[src/rtl/mem_access_unit_pkg.sv]
// mem_access_unit_pkg: size/extension codes, FSM encoding and
// the request legality check shared by the load/store path.
package mem_access_unit_pkg;

  localparam logic [1:0] MEM_SZ_WORD = 2'd0;
  localparam logic [1:0] MEM_SZ_HALF = 2'd1;
  localparam logic [1:0] MEM_SZ_BYTE = 2'd2;

  localparam logic MEM_EXT_SIGN = 1'b0;
  localparam logic MEM_EXT_ZERO = 1'b1;

  typedef enum logic [1:0] {
    ST_IDLE = 2'd0,
    ST_WAIT = 2'd1,
    ST_DONE = 2'd2
  } mau_state_t;

  function automatic logic mem_req_bad(
    input logic [1:0] size,
    input logic [1:0] off
  );
    logic bad;
    case (size)
      MEM_SZ_WORD: bad = (off != 2'd0);
      MEM_SZ_HALF: bad = off[0];
      MEM_SZ_BYTE: bad = 1'b0;
      default:     bad = 1'b1;
    endcase
    return bad;
  endfunction

endpackage

[src/rtl/mem_access_unit_lane.sv]
// mem_lane_align: combinational byte-lane steering for stores and
// lane extraction plus sign/zero extension for loads.
module mem_lane_align
  import mem_access_unit_pkg::*;
(
  input  logic [1:0]  size,
  input  logic [1:0]  off,
  input  logic        ext,
  input  logic [31:0] st_data,
  output logic [3:0]  st_be,
  output logic [31:0] st_rep,
  input  logic [31:0] ld_raw,
  output logic [31:0] ld_data
);

  logic [15:0] ld_sh;
  logic        sgn;

  assign ld_sh = 16'(ld_raw >> {off, 3'b000});
  assign sgn   = (ext == MEM_EXT_SIGN);

  always_comb begin
    st_be   = 4'b0000;
    st_rep  = st_data;
    ld_data = 32'h0;
    case (size)
      MEM_SZ_WORD: begin
        st_be   = 4'b1111;
        ld_data = ld_raw;
      end
      MEM_SZ_HALF: begin
        st_be   = 4'b0011 << off;
        st_rep  = {2{st_data[15:0]}};
        ld_data = {{16{sgn & ld_sh[15]}}, ld_sh};
      end
      MEM_SZ_BYTE: begin
        st_be   = 4'b0001 << off;
        st_rep  = {4{st_data[7:0]}};
        ld_data = {{24{sgn & ld_sh[7]}}, ld_sh[7:0]};
      end
      default: begin
        st_be   = 4'b0000;
        ld_data = 32'h0;
      end
    endcase
  end

endmodule

[src/rtl/mem_access_unit.sv]
// mem_access_unit: handshaked load/store unit with lane steering.
// Define MEM_TIMEOUT_EN to abort stalled accesses after TIMEOUT cycles.
module mem_access_unit
  import mem_access_unit_pkg::*;
#(
  parameter int MEM_AW  = 10,
  parameter int TIMEOUT = 255
) (
  input  logic              clk,
  input  logic              rst,
  input  logic              memRead,
  input  logic              memWrite,
  input  logic [1:0]        memDataSize,
  input  logic              memBitExt,
  input  logic [31:0]       addr,
  input  logic [31:0]       wdata,
  output logic [31:0]       rdata,
  output logic              stall,
  output logic              done,
  output logic              align_err,
  output logic              bus_err,
  output logic              mem_en,
  output logic [3:0]        mem_we,
  output logic [MEM_AW-1:0] mem_addr,
  output logic [31:0]       mem_wdata,
  input  logic [31:0]       mem_rdata,
  input  logic              mem_ready
);

  mau_state_t state_q, state_d;

  logic [1:0]        size_q, size_d;
  logic [1:0]        off_q, off_d;
  logic              ext_q, ext_d;
  logic              rd_q, rd_d;
  logic              mem_en_q, mem_en_d;
  logic [3:0]        mem_we_q, mem_we_d;
  logic [MEM_AW-1:0] mem_addr_q, mem_addr_d;
  logic [31:0]       mem_wdata_q, mem_wdata_d;
  logic [31:0]       rdata_q, rdata_d;
  logic              align_err_q, align_err_d;
  logic              bus_err_q, bus_err_d;

  logic        req, bad, accept, tmo;
  logic [1:0]  lane_size, lane_off;
  logic [3:0]  st_be;
  logic [31:0] st_rep, ld_data;
  logic        unused_bits;

  assign req    = memRead ^ memWrite;
  assign bad    = (memRead & memWrite)
                | (req & mem_req_bad(memDataSize, addr[1:0]));
  assign accept = (state_q == ST_IDLE) & req & ~bad;
  assign unused_bits = ^addr[31:MEM_AW+2];

  // Store lanes come from the live request, load lanes from the latch.
  assign lane_size = (state_q == ST_IDLE) ? memDataSize : size_q;
  assign lane_off  = (state_q == ST_IDLE) ? addr[1:0] : off_q;

  mem_lane_align u_lane (
    .size    (lane_size),
    .off     (lane_off),
    .ext     (ext_q),
    .st_data (wdata),
    .st_be   (st_be),
    .st_rep  (st_rep),
    .ld_raw  (mem_rdata),
    .ld_data (ld_data)
  );

`ifdef MEM_TIMEOUT_EN
  localparam int CW = (TIMEOUT < 256) ? 8 : $clog2(TIMEOUT + 1);
  logic [CW-1:0] cnt_q, cnt_d;

  assign cnt_d = (state_q == ST_WAIT) ? cnt_q + 1'b1 : '0;
  assign tmo   = (state_q == ST_WAIT) & ~mem_ready
               & (cnt_q == CW'(TIMEOUT - 1));

  always_ff @(posedge clk) begin
    if (rst) cnt_q <= '0;
    else     cnt_q <= cnt_d;
  end
`else
  localparam int unused_timeout = TIMEOUT;
  assign tmo = 1'b0;
`endif

  always_ff @(posedge clk) begin
    if (rst) begin
      state_q     <= ST_IDLE;
      size_q      <= '0;
      off_q       <= '0;
      ext_q       <= 1'b0;
      rd_q        <= 1'b0;
      mem_en_q    <= 1'b0;
      mem_we_q    <= '0;
      mem_addr_q  <= '0;
      mem_wdata_q <= '0;
      rdata_q     <= '0;
      align_err_q <= 1'b0;
      bus_err_q   <= 1'b0;
    end else begin
      state_q     <= state_d;
      size_q      <= size_d;
      off_q       <= off_d;
      ext_q       <= ext_d;
      rd_q        <= rd_d;
      mem_en_q    <= mem_en_d;
      mem_we_q    <= mem_we_d;
      mem_addr_q  <= mem_addr_d;
      mem_wdata_q <= mem_wdata_d;
      rdata_q     <= rdata_d;
      align_err_q <= align_err_d;
      bus_err_q   <= bus_err_d;
    end
  end

  always_comb begin
    state_d = state_q;
    case (state_q)
      ST_IDLE: if (accept) state_d = ST_WAIT;
      ST_WAIT: if (mem_ready | tmo) state_d = ST_DONE;
      ST_DONE: state_d = ST_IDLE;
      default: state_d = ST_IDLE;
    endcase
  end

  always_comb begin
    size_d      = size_q;
    off_d       = off_q;
    ext_d       = ext_q;
    rd_d        = rd_q;
    mem_en_d    = mem_en_q;
    mem_we_d    = mem_we_q;
    mem_addr_d  = mem_addr_q;
    mem_wdata_d = mem_wdata_q;
    rdata_d     = rdata_q;
    align_err_d = 1'b0;
    bus_err_d   = 1'b0;
    case (state_q)
      ST_IDLE: begin
        align_err_d = bad;
        if (accept) begin
          size_d      = memDataSize;
          off_d       = addr[1:0];
          ext_d       = memBitExt;
          rd_d        = memRead;
          mem_en_d    = 1'b1;
          mem_addr_d  = addr[MEM_AW+1:2];
          mem_we_d    = memWrite ? st_be : 4'b0000;
          mem_wdata_d = st_rep;
        end
      end
      ST_WAIT: begin
        if (mem_ready) begin
          mem_en_d = 1'b0;
          mem_we_d = 4'b0000;
          if (rd_q) rdata_d = ld_data;
        end else if (tmo) begin
          mem_en_d  = 1'b0;
          mem_we_d  = 4'b0000;
          bus_err_d = 1'b1;
          rdata_d   = 32'h0;
        end
      end
      default: ;
    endcase
  end

  assign stall     = accept | (state_q == ST_WAIT);
  assign done      = (state_q == ST_DONE);
  assign rdata     = rdata_q;
  assign align_err = align_err_q;
  assign bus_err   = bus_err_q;
  assign mem_en    = mem_en_q;
  assign mem_we    = mem_we_q;
  assign mem_addr  = mem_addr_q;
  assign mem_wdata = mem_wdata_q;

endmodule
[config.mk]
export PLATFORM = sky130hd
export DESIGN_NAME = mem_access_unit
export DESIGN_NICKNAME = d
export VERILOG_FILES = /design/src/rtl/mem_access_unit_pkg.sv /design/src/rtl/mem_access_unit_lane.sv /design/src/rtl/mem_access_unit.sv
export SDC_FILE = /design/constraint.sdc
export NUM_CORES = 1
export LEC_CHECK = 0
export ABC_AREA = 1
export CORE_AREA = 8 8 108 110
export DETAILED_ROUTE_END_ITERATION = 8
export DIE_AREA = 0 0 116 118
export GPL_ROUTABILITY_DRIVEN = 0
export PLACE_DENSITY = 0.83
export SKIP_LAST_GASP = 1
export SLEW_MARGIN = 20
export SYNTH_ARGS = -nofsm -noshare
export SYNTH_HDL_FRONTEND = slang
export SYNTH_SLANG_ARGS = --single-unit
[constraint.sdc]
create_clock -name clk -period 3.6 [get_ports clk]
set_input_delay 0.36 -clock clk [delete_from_list [all_inputs] [get_ports clk]]
set_output_delay 0.36 -clock clk [all_outputs]
set_load 0.1 [all_outputs]
# Word level (Yosys, flattened, before mapping)
# Cells that the tools add are included.
[totals]
register_bits = 88
out_inout_bits = 83
word_cells = 60
[op_classes]
bitwise = 12
n_shift = 3
eq_ne = 8
mux = 16
n_reduce_logical = 10
[op_table]
columns = ["operator", "count"]
rows = [
  ["32-bit case mux with 3 select lines", 1],
  ["32-bit case mux with 2 select lines", 1],
  ["32-bit by 5-bit right shift with 16-bit output", 1],
  ["4-bit two-way mux", 3],
  ["4-bit case mux with 3 select lines", 1],
  ["2-bit two-way mux", 4],
  ["4-bit case mux with 2 select lines", 1],
  ["1-bit AND", 6],
  ["2-bit by 1-bit == test with 1-bit output, second input constant", 3],
  ["2-bit == test, second input constant", 3],
  ["2-bit logical NOT", 3],
  ["3-bit AND reduction", 2],
  ["2-bit != test, second input constant", 2],
  ["2-bit case mux with 2 select lines", 1],
  ["2-bit AND reduction", 2],
  ["2-bit nonzero test", 2],
  ["1-bit by 2-bit << shifter with 4-bit output, first input constant", 1],
  ["2-bit by 2-bit << shifter with 4-bit output, first input constant", 1],
  ["1-bit inverter", 3],
  ["1-bit case mux with 3 select lines", 1],
  ["1-bit two-way mux", 2],
  ["1-bit OR", 2],
  ["1-bit case mux with 2 select lines", 1],
  ["2-bit OR reduction", 1],
  ["1-bit XOR", 1],
]

# Logic depth before layout (Yosys ltp)
# Gate-level depths: netlist of run 1.
[depth]
ltp_word = 8
depth_mapped = 12

# By module
# A second synthesis of run 1 with hierarchy kept.
[hier_totals]
cells_unflattened = 723
area_unflattened_um2 = 4631.9
[modules_own_cells]
columns = ["module", "cells_each", "n_inst", "seq_area_each_um2", "area_each_um2"]
rows = [
  ["mem_access_unit", 406, 1, 1761.7, 3139.3],
  ["mem_lane_align", 317, 1, 0.0, 1492.7],
]

# Worst setup path after synthesis of run 1
# Ideal clock, no wire load.
[synth_path]
path_kind = "in2reg"
startpoint = "in memRead"
endpoint = "reg mem_we_q[0] (netlist: mem_we[0])"
stages = 9
arrival_time_ps = 2101
required_time_ps = 3468
n_path_buf = 0
setup_slack_ps = 1367
cell_sequence = "ha_1 inv_1 a21oi_1 o31ai_1 nand3_1 nand2_1 nand2_1 nand2_1 a21oi_1"
[synth_via]
elab_chain_len = 7
word_cells_on_any_way = 9
cone_classes = "eq/ne (1); bitwise (7); reduce/logical (1)"
[synth_lines]
columns = ["item", "line_no", "source"]
rows = [
  ["start: declaration", "mem_access_unit.sv:11", "input logic memRead,"],
  ["1-bit XOR", "mem_access_unit.sv:50", "assign req = memRead ^ memWrite;"],
  ["1-bit AND", "mem_access_unit.sv:52", "| (req & mem_req_bad(memDataSize, addr[1:0]));"],
  ["1-bit OR", "mem_access_unit.sv:52", ""],
  ["1-bit inverter", "mem_access_unit.sv:53", "assign accept = (state_q == ST_IDLE) & req & ~bad;"],
  ["1-bit AND *", "mem_access_unit.sv:53", ""],
  ["2-bit != test (no source line) *", "n/a", ""],
  ["3-bit AND reduction (no source line) *", "n/a", ""],
  ["end signal: assignment", "mem_access_unit.sv:109", "mem_we_q <= mem_we_d;"],
  ["end: declaration", "mem_access_unit.sv:37", "logic [3:0] mem_we_q, mem_we_d;"],
]
# Every way passes the cells marked *; elsewhere a longest branch is shown, timed or not.
# A chain may end at the register's enable or synchronous reset.

# Final worst setup path of run 1
[layout_path]
startpoint = "reg state_q[1]"
endpoint = "reg rdata_q[5] (netlist: rdata[5])"
[layout_via]
elab_chain_len = 4
word_cells_on_any_way = 10
cone_classes = "eq/ne (3); shift (1); mux (3); reduce/logical (3)"
[layout_lines]
columns = ["item", "line_no", "source"]
rows = [
  ["start: declaration", "mem_access_unit.sv:30", "mau_state_t state_q, state_d;"],
  ["start signal: assignment", "mem_access_unit.sv:103", "state_q <= state_d;"],
  ["2-bit logical NOT", "mem_access_unit.sv:57, mem_access_unit.sv:58", ""],
  ["2-bit two-way mux, on equally long branches", "mem_access_unit.sv:58, mem_access_unit.sv:57", ""],
  ["32-bit by 5-bit right shift with 16-bit output (tied with other cells)", "mem_access_unit_lane.sv:19", "assign ld_sh = 16'(ld_raw >> {off, 3'b000});"],
  ["32-bit case mux with 3 select lines", "mem_access_unit_lane.sv:26", "case (size)"],
  ["end signal: assignment", "mem_access_unit.sv:112", "rdata_q <= rdata_d;"],
  ["end: declaration", "mem_access_unit.sv:40", "logic [31:0] rdata_q, rdata_d;"],
]
# Parallel ways exist; a longest one is shown, timed or not.

==> run_results.csv, run 1 <==
group,metric,value,unit
final_layout,regArea,1760,sq um
power_and_ir_drop,ir_drop,0.255,mV
worst_setup_path,r2r_cells,10,
final_layout,stdcell_area,6300,sq um
final_layout,final_cell_count_no_fill,948,
final_layout,num-fill-cells,913,
sta,achievable-frequency,377,MHz
final_layout,final_cell_mix,"268 x nand2_1, 163 x clkdlybuf4s50_1, 88 x dfxtp_1, 79 x a21oi_1, 75 x nand3_1",
sta,tightestPinTransition,1030,ps
hold_path,min-delay-start,"mem_wdata[16]$_SDFFE_PP0P_",
hold_path,min_delay_worst_endpoint,"mem_wdata[16]$_SDFFE_PP0P_",
final_layout,final_common_cell,"nand2_1",
sta,setup_viol,0,
die,rows,37,
logic_synthesis,synth_fa_ha_area_share,1.41,%
logic_synthesis,synth.distinct_cells,27,
worst_setup_path,reg2reg_slack,950,ps
clock_tree,cts_resized,0,
final_layout,nets,916,
global_routing,grt.total_usage,20.9,%
clock_tree,cts_tree,"yes",
route,firstDrtPassIters,5,
job,maxCapViolCount,0,
placed_design,place_ws,713,ps
worst_setup_path,cp_data_required_time,3820,ps
clock_tree,cts_buffers,9,
logic_synthesis,synth_top_family_by_area,"simple AND/OR/NAND/NOR gates",
logic_synthesis,netlist_instances,667,
hold_path,hold_path.class,"register to register",
clock_tree,clockBufferDepth,2,
clock_tree,ctsHoldBuffers,0,
logic_synthesis,synth_simple_gate_area_share,35.1,%
power_and_ir_drop,total_power,2.86,mW
final_layout,diodes,0,
worst_setup_path,crit_start,"state_q[1]$_SDFFE_PP0P_",
route,vias,4912,
route,dr.first_iter.drc_count,326,
logic_synthesis,synth-warning-count,0,
sta,fin_tns_setup,0,ps
die,dieWidth,116,um
global_routing,grt_pass1_wl,23000,um
placed_design,dp.cells,932,
worst_setup_path,r2r-start,"state_q[1]$_SDFFE_PP0P_",
global_routing,globalRouteMet1Util,23.0,%
global_routing,grt_max_degree,70,
hold_path,min_path_cells,2,
global_routing,met3_usage,8.00,%
logic_synthesis,synth_compound_area_share,16.3,%
sta,rsz0062_at_grt,"no",
global_routing,antenna_found_initial,0,
clock_tree,cts_setup_buffers,0,
clock_tree,htree_levels,3,
worst_setup_path,cp-start-kind,"register",
sta,slew_headroom,31.0,%
sta,fin_ws,947,ps
final_layout,finish.utilization,63.0,%
final_layout,area_growth_syn_to_layout,42.1,%
status,status,"complete, no violations",
die,start_util,44.3,%
worst_setup_path,worst-setup-path-type,"register to register",
route,drtAntennaViolNets,0,
logic_synthesis,syn_nets,776,
logic_synthesis,yosys.area.top_type,"dfxtp_1",
global_routing,gr-usage-met2,34.8,%
worst_setup_path,reg2reg_to,"rdata[5]$_SDFFE_PP0P_",
sta,min_period,2650,ps
logic_synthesis,ys_seq_elements,88,
worst_setup_path,crit_fanout,11,
logic_synthesis,muxShareOfSynthArea,0,%
power_and_ir_drop,power_density,454,nW/um^2
logic_synthesis,synth_top_area_share,39.7,%
sta,holdWs,468,ps
clock_tree,cts_sinks,88,
die,die-area,13700,sq um
power_and_ir_drop,cellLeakagePower,2.60,nW
global_routing,grt-ovfl-total,0,
global_routing,grt_pass1_vias,4693,
sta,slew_viol_final,0,
logic_synthesis,seq_area_frac_synth,39.7,%
sta,hold_violations,0,
logic_synthesis,synth_area_leaders,"dfxtp_1 40%, nand2_1 23%, a21oi_1 8.9%, nand3_1 8.5%, o211a_1 3.6%",
route,via_per_inst,5.18,
placed_design,dpl_cell_area,6120,sq um
die,pin_count,187,
placed_design,dp_hpwl,10900,um
clock_tree,clock_latency,370,ps
final_layout,layout-drive-gt1-share,4.68,%
worst_setup_path,arrival,2870,ps
clock_tree,cts-root-buf,"clkbuf_8",
sta,clock_skew,15.3,ps
logic_synthesis,syn-cell-area,4430,sq um
clock_tree,path_clk_slew,90,ps
logic_synthesis,synthXorXnorAreaFrac,0,%
route,wl_per_cell,15.3,um
logic_synthesis,syn_avg_cell_area,6.65,sq um
global_routing,busiest_layer,"met2",
sta,period_share,73.7,%
route,drc,0,
die,fp.dieH,118,um
die,core_area,10000,sq um
placed_design,numPortBuffers,165,
route,routed_wl,14500,um
final_layout,multi_input_area,2350,sq um
worst_setup_path,cp-end-kind,"register",
-- flip-flops by register name, summed over array words and instances (netlist names), 2 cells and up --
signal / count
mem_wdata: 32
mem_addr: 10
off_q: 2
mem_we: 4
rdata: 32
state_q: 2
size_q: 2
-- cell type report --
cell class | count | area share (%)
Timing Repair Buffer | 173 | 27.2
Multi-Input combinational cell | 503 | 37.3
Clock buffer | 11 | 2.40
Clock inverter | 5 | 0.496
Inverter | 32 | 1.91
Tap cell | 136 | 2.70
Sequential cell | 88 | 28.0
-- cells by family after synthesis --
kind of cell | count (synthesis)
fa+ha+maj | 5
compound gates | 124
simple gates | 373
flops | 88
other cells | 1
buf+inv | 76
-- worst max-delay path by stage --
stage                                   to  slack [ps]  depth (start not counted)
finish               rdata[5]$_SDFFE_PP0P_         950                         10
global route         rdata[0]$_SDFFE_PP0P_         660                         10
CTS                  rdata[5]$_SDFFE_PP0P_         960                         10
detailed placement   rdata[5]$_SDFFE_PP0P_         710                         12
global placement     rdata[0]$_SDFFE_PP0P_         780                         12
floorplan           mem_we[0]$_SDFFE_PP0P_        1370                          9
-- routing by layer --
layer,part of all wire (%),wire (um),vias up
met5,0,0,-
met4,2.8,405,0
met3,10,1460,32
met2,48,6940,227
met1,39,5700,2200
li1,-,-,2453
-- synthesized netlist by cell type --
cell,instances
clkinv_1,4
nand3_1,75
inv_1,28
o21ai_1,1
nor2_1,19
nor3_1,1
ha_1,5
nor4_1,1
o21ai_2,1
a211oi_1,2
o31ai_1,3
buf_2,16
nand3_4,1
clkbuf_1,23
o21ai_0,20
nand3_2,4
dfxtp_1,88
nor2_4,1
a21oi_1,79
buf_6,1
conb_1,1
nand2_1,268
nand2_2,2
buf_4,4
nand2_4,1
o211ai_1,2
o211a_1,16
-- worst max-delay path: stages (launching register included) --
cell	delay (ps)
dfxtp_1	410
nor2_4	100
o21ai_0	370
inv_1	120
ha_1	390
nor2_1	490
inv_1	290
nand3_1	160
nand2_1	60
nand2_1	60
a21oi_1	70
-- where the power goes --
group / switching, mW / internal [mW] / leakage, nW / total [mW]
clock: 0.368 / 0.286 / 0.0951 / 0.655
combinational: 0.806 / 0.335 / 1.78 / 1.14
sequential: 0.0313 / 1.03 / 0.716 / 1.06
Power figures use the tool's default switching activity.
==> inputs of run 2 (changes only) <==
--- a/config.mk
+++ b/config.mk
@@ -6,11 +6,11 @@
 export NUM_CORES = 1
 export LEC_CHECK = 0
 export ABC_AREA = 1
-export CORE_AREA = 8 8 108 110
+export CORE_AREA = 8 8 111 113
 export DETAILED_ROUTE_END_ITERATION = 8
-export DIE_AREA = 0 0 116 118
+export DIE_AREA = 0 0 119 121
 export GPL_ROUTABILITY_DRIVEN = 0
-export PLACE_DENSITY = 0.83
+export PLACE_DENSITY = 0.79
 export SKIP_LAST_GASP = 1
 export SLEW_MARGIN = 20
 export SYNTH_ARGS = -nofsm -noshare
==> constraint.sdc (replaced) <==
create_clock -name clk -period 2.55 [get_ports clk]
set_input_delay 0.255 -clock clk [delete_from_list [all_inputs] [get_ports clk]]
set_output_delay 0.255 -clock clk [all_outputs]
set_load 0.1 [all_outputs]
==> run 2 against run 1 <==
Sequential share of layout area rose by 0.53 points. Core utilization is 4.7 points lower. Largest power group unchanged. Die area rose by 5.2%.
==> run_results.csv, run 2 (synthesis results as in run 1) <==
group,metric,value,unit
die,dieWidth,119,um
final_layout,final_cell_mix,"268 x nand2_1, 94 x buf_4, 88 x dfxtp_1, 82 x clkdlybuf4s50_1, 79 x a21oi_1",
worst_setup_path,cp-start-kind,"register",
global_routing,grt_pass1_vias,4995,
power_and_ir_drop,power_density,674,nW/um^2
global_routing,grt-ovfl-total,0,
global_routing,antenna_found_initial,0,
clock_tree,cts_sinks,88,
clock_tree,cts_resized,0,
global_routing,grt_pass1_wl,23900,um
sta,setup_viol,0,
route,drtAntennaViolNets,0,
sta,clock_skew,8.44,ps
sta,period_share,91.4,%
route,routed_wl,14600,um
worst_setup_path,worst-setup-path-type,"register to register",
final_layout,layout-drive-gt1-share,15.0,%
worst_setup_path,cp-end-kind,"register",
sta,hold_violations,0,
clock_tree,cts_tree,"yes",
placed_design,dp_hpwl,11000,um
power_and_ir_drop,cellLeakagePower,2.80,nW
placed_design,place_ws,47.9,ps
sta,fin_tns_setup,0,ps
route,wl_per_cell,15.3,um
sta,achievable-frequency,429,MHz
final_layout,diodes,0,
clock_tree,cts_setup_buffers,0,
global_routing,grt_max_degree,70,
clock_tree,cts_buffers,9,
sta,slew_headroom,48.5,%
final_layout,nets,922,
clock_tree,clockBufferDepth,2,
die,core_area,10600,sq um
die,fp.dieH,121,um
route,dr.first_iter.drc_count,249,
sta,rsz0062_at_grt,"no",
die,rows,38,
clock_tree,ctsHoldBuffers,0,
sta,fin_ws,218,ps
sta,slew_viol_final,0,
clock_tree,path_clk_slew,90,ps
placed_design,numPortBuffers,165,
clock_tree,htree_levels,3,
status,status,"complete, no violations",
final_layout,area_growth_syn_to_layout,39.4,%
sta,min_period,2330,ps
route,vias,4930,
final_layout,final_common_cell,"nand2_1",
clock_tree,cts-root-buf,"clkbuf_8",
hold_path,hold_path.class,"primary input to register",
route,firstDrtPassIters,5,
clock_tree,clock_latency,360,ps
worst_setup_path,crit_fanout,10,
route,via_per_inst,5.16,
route,drc,0,
power_and_ir_drop,ir_drop,0.365,mV
die,pin_count,187,
die,die-area,14400,sq um
worst_setup_path,cp_data_required_time,2810,ps
job,maxCapViolCount,0,
sta,tightestPinTransition,772,ps
worst_setup_path,arrival,2590,ps
global_routing,grt.total_usage,20.1,%
die,start_util,41.8,%
[run 2: layer usage]
layer | wire length (um) | global-route usage [%]
met5 | 0 | 0
met3 | 1570 | 8.19
met1 | 5820 | 21.6
met4 | 215 | 6.96
met2 | 6980 | 34.8
[run 2: path summary, 6_finish.rpt]
path	startpoint	to	slack, ps	cells past startpoint
setup reg to reg	state_q[1]$_SDFFE_PP0P_	mem_wdata[27]$_SDFFE_PP0P_	220	9
setup / recovery	state_q[1]$_SDFFE_PP0P_	mem_wdata[27]$_SDFFE_PP0P_	220	9
hold reg to reg	size_q[1]$_SDFFE_PP0P_	size_q[1]$_SDFFE_PP0P_	470	2
hold / removal	addr[11]	mem_addr[9]$_SDFFE_PP0P_	450	3
[run 2: layout make-up]
| type | count | area [sq um] |
|---|---|---|
| Fill cell | 1004 | 4420 |
| Multi-Input combinational cell | 503 | 2350 |
| Sequential cell | 88 | 1760 |
| Timing Repair Buffer | 179 | 1570 |
| Tap cell | 140 | 175 |
| Clock buffer | 10 | 138 |
| Inverter | 32 | 120 |
| Clock inverter | 4 | 70.1 |
[run 2: through the flow]
step           instances  total power [mW]  utilization [%]  hold slack (ps)  area (sq um)
2_1_floorplan        667              2.69                -              390          4430
3_3_place_gp         942              3.10             56.4              449          5980
3_5_place_dp         942              3.14             56.4              458          5980
4_1_cts              956              4.19             58.3              435          6180
5_1_grt              956              4.37             58.3              451          6180
6_report             956              4.17             58.3              452          6180
[run 2: power breakdown]
part / internal (mW) / total (mW) / switching (mW)
Clock: 0.565 / 1.05 / 0.490
Sequential: 1.46 / 1.50 / 0.0461
Combinational: 0.467 / 1.61 / 1.14
Total: 2.49 / 4.17 / 1.68
[run 2: critical path, cell delays in order, from the launching register on]
cell and delay, ps:
dfxtp_1 360, nor2_4 250, o21ai_0 200, ha_1 450, clkinv_1 300, nand2_1 180
nor2_1 60, a21oi_1 170, nand3_1 110, o211a_1 120
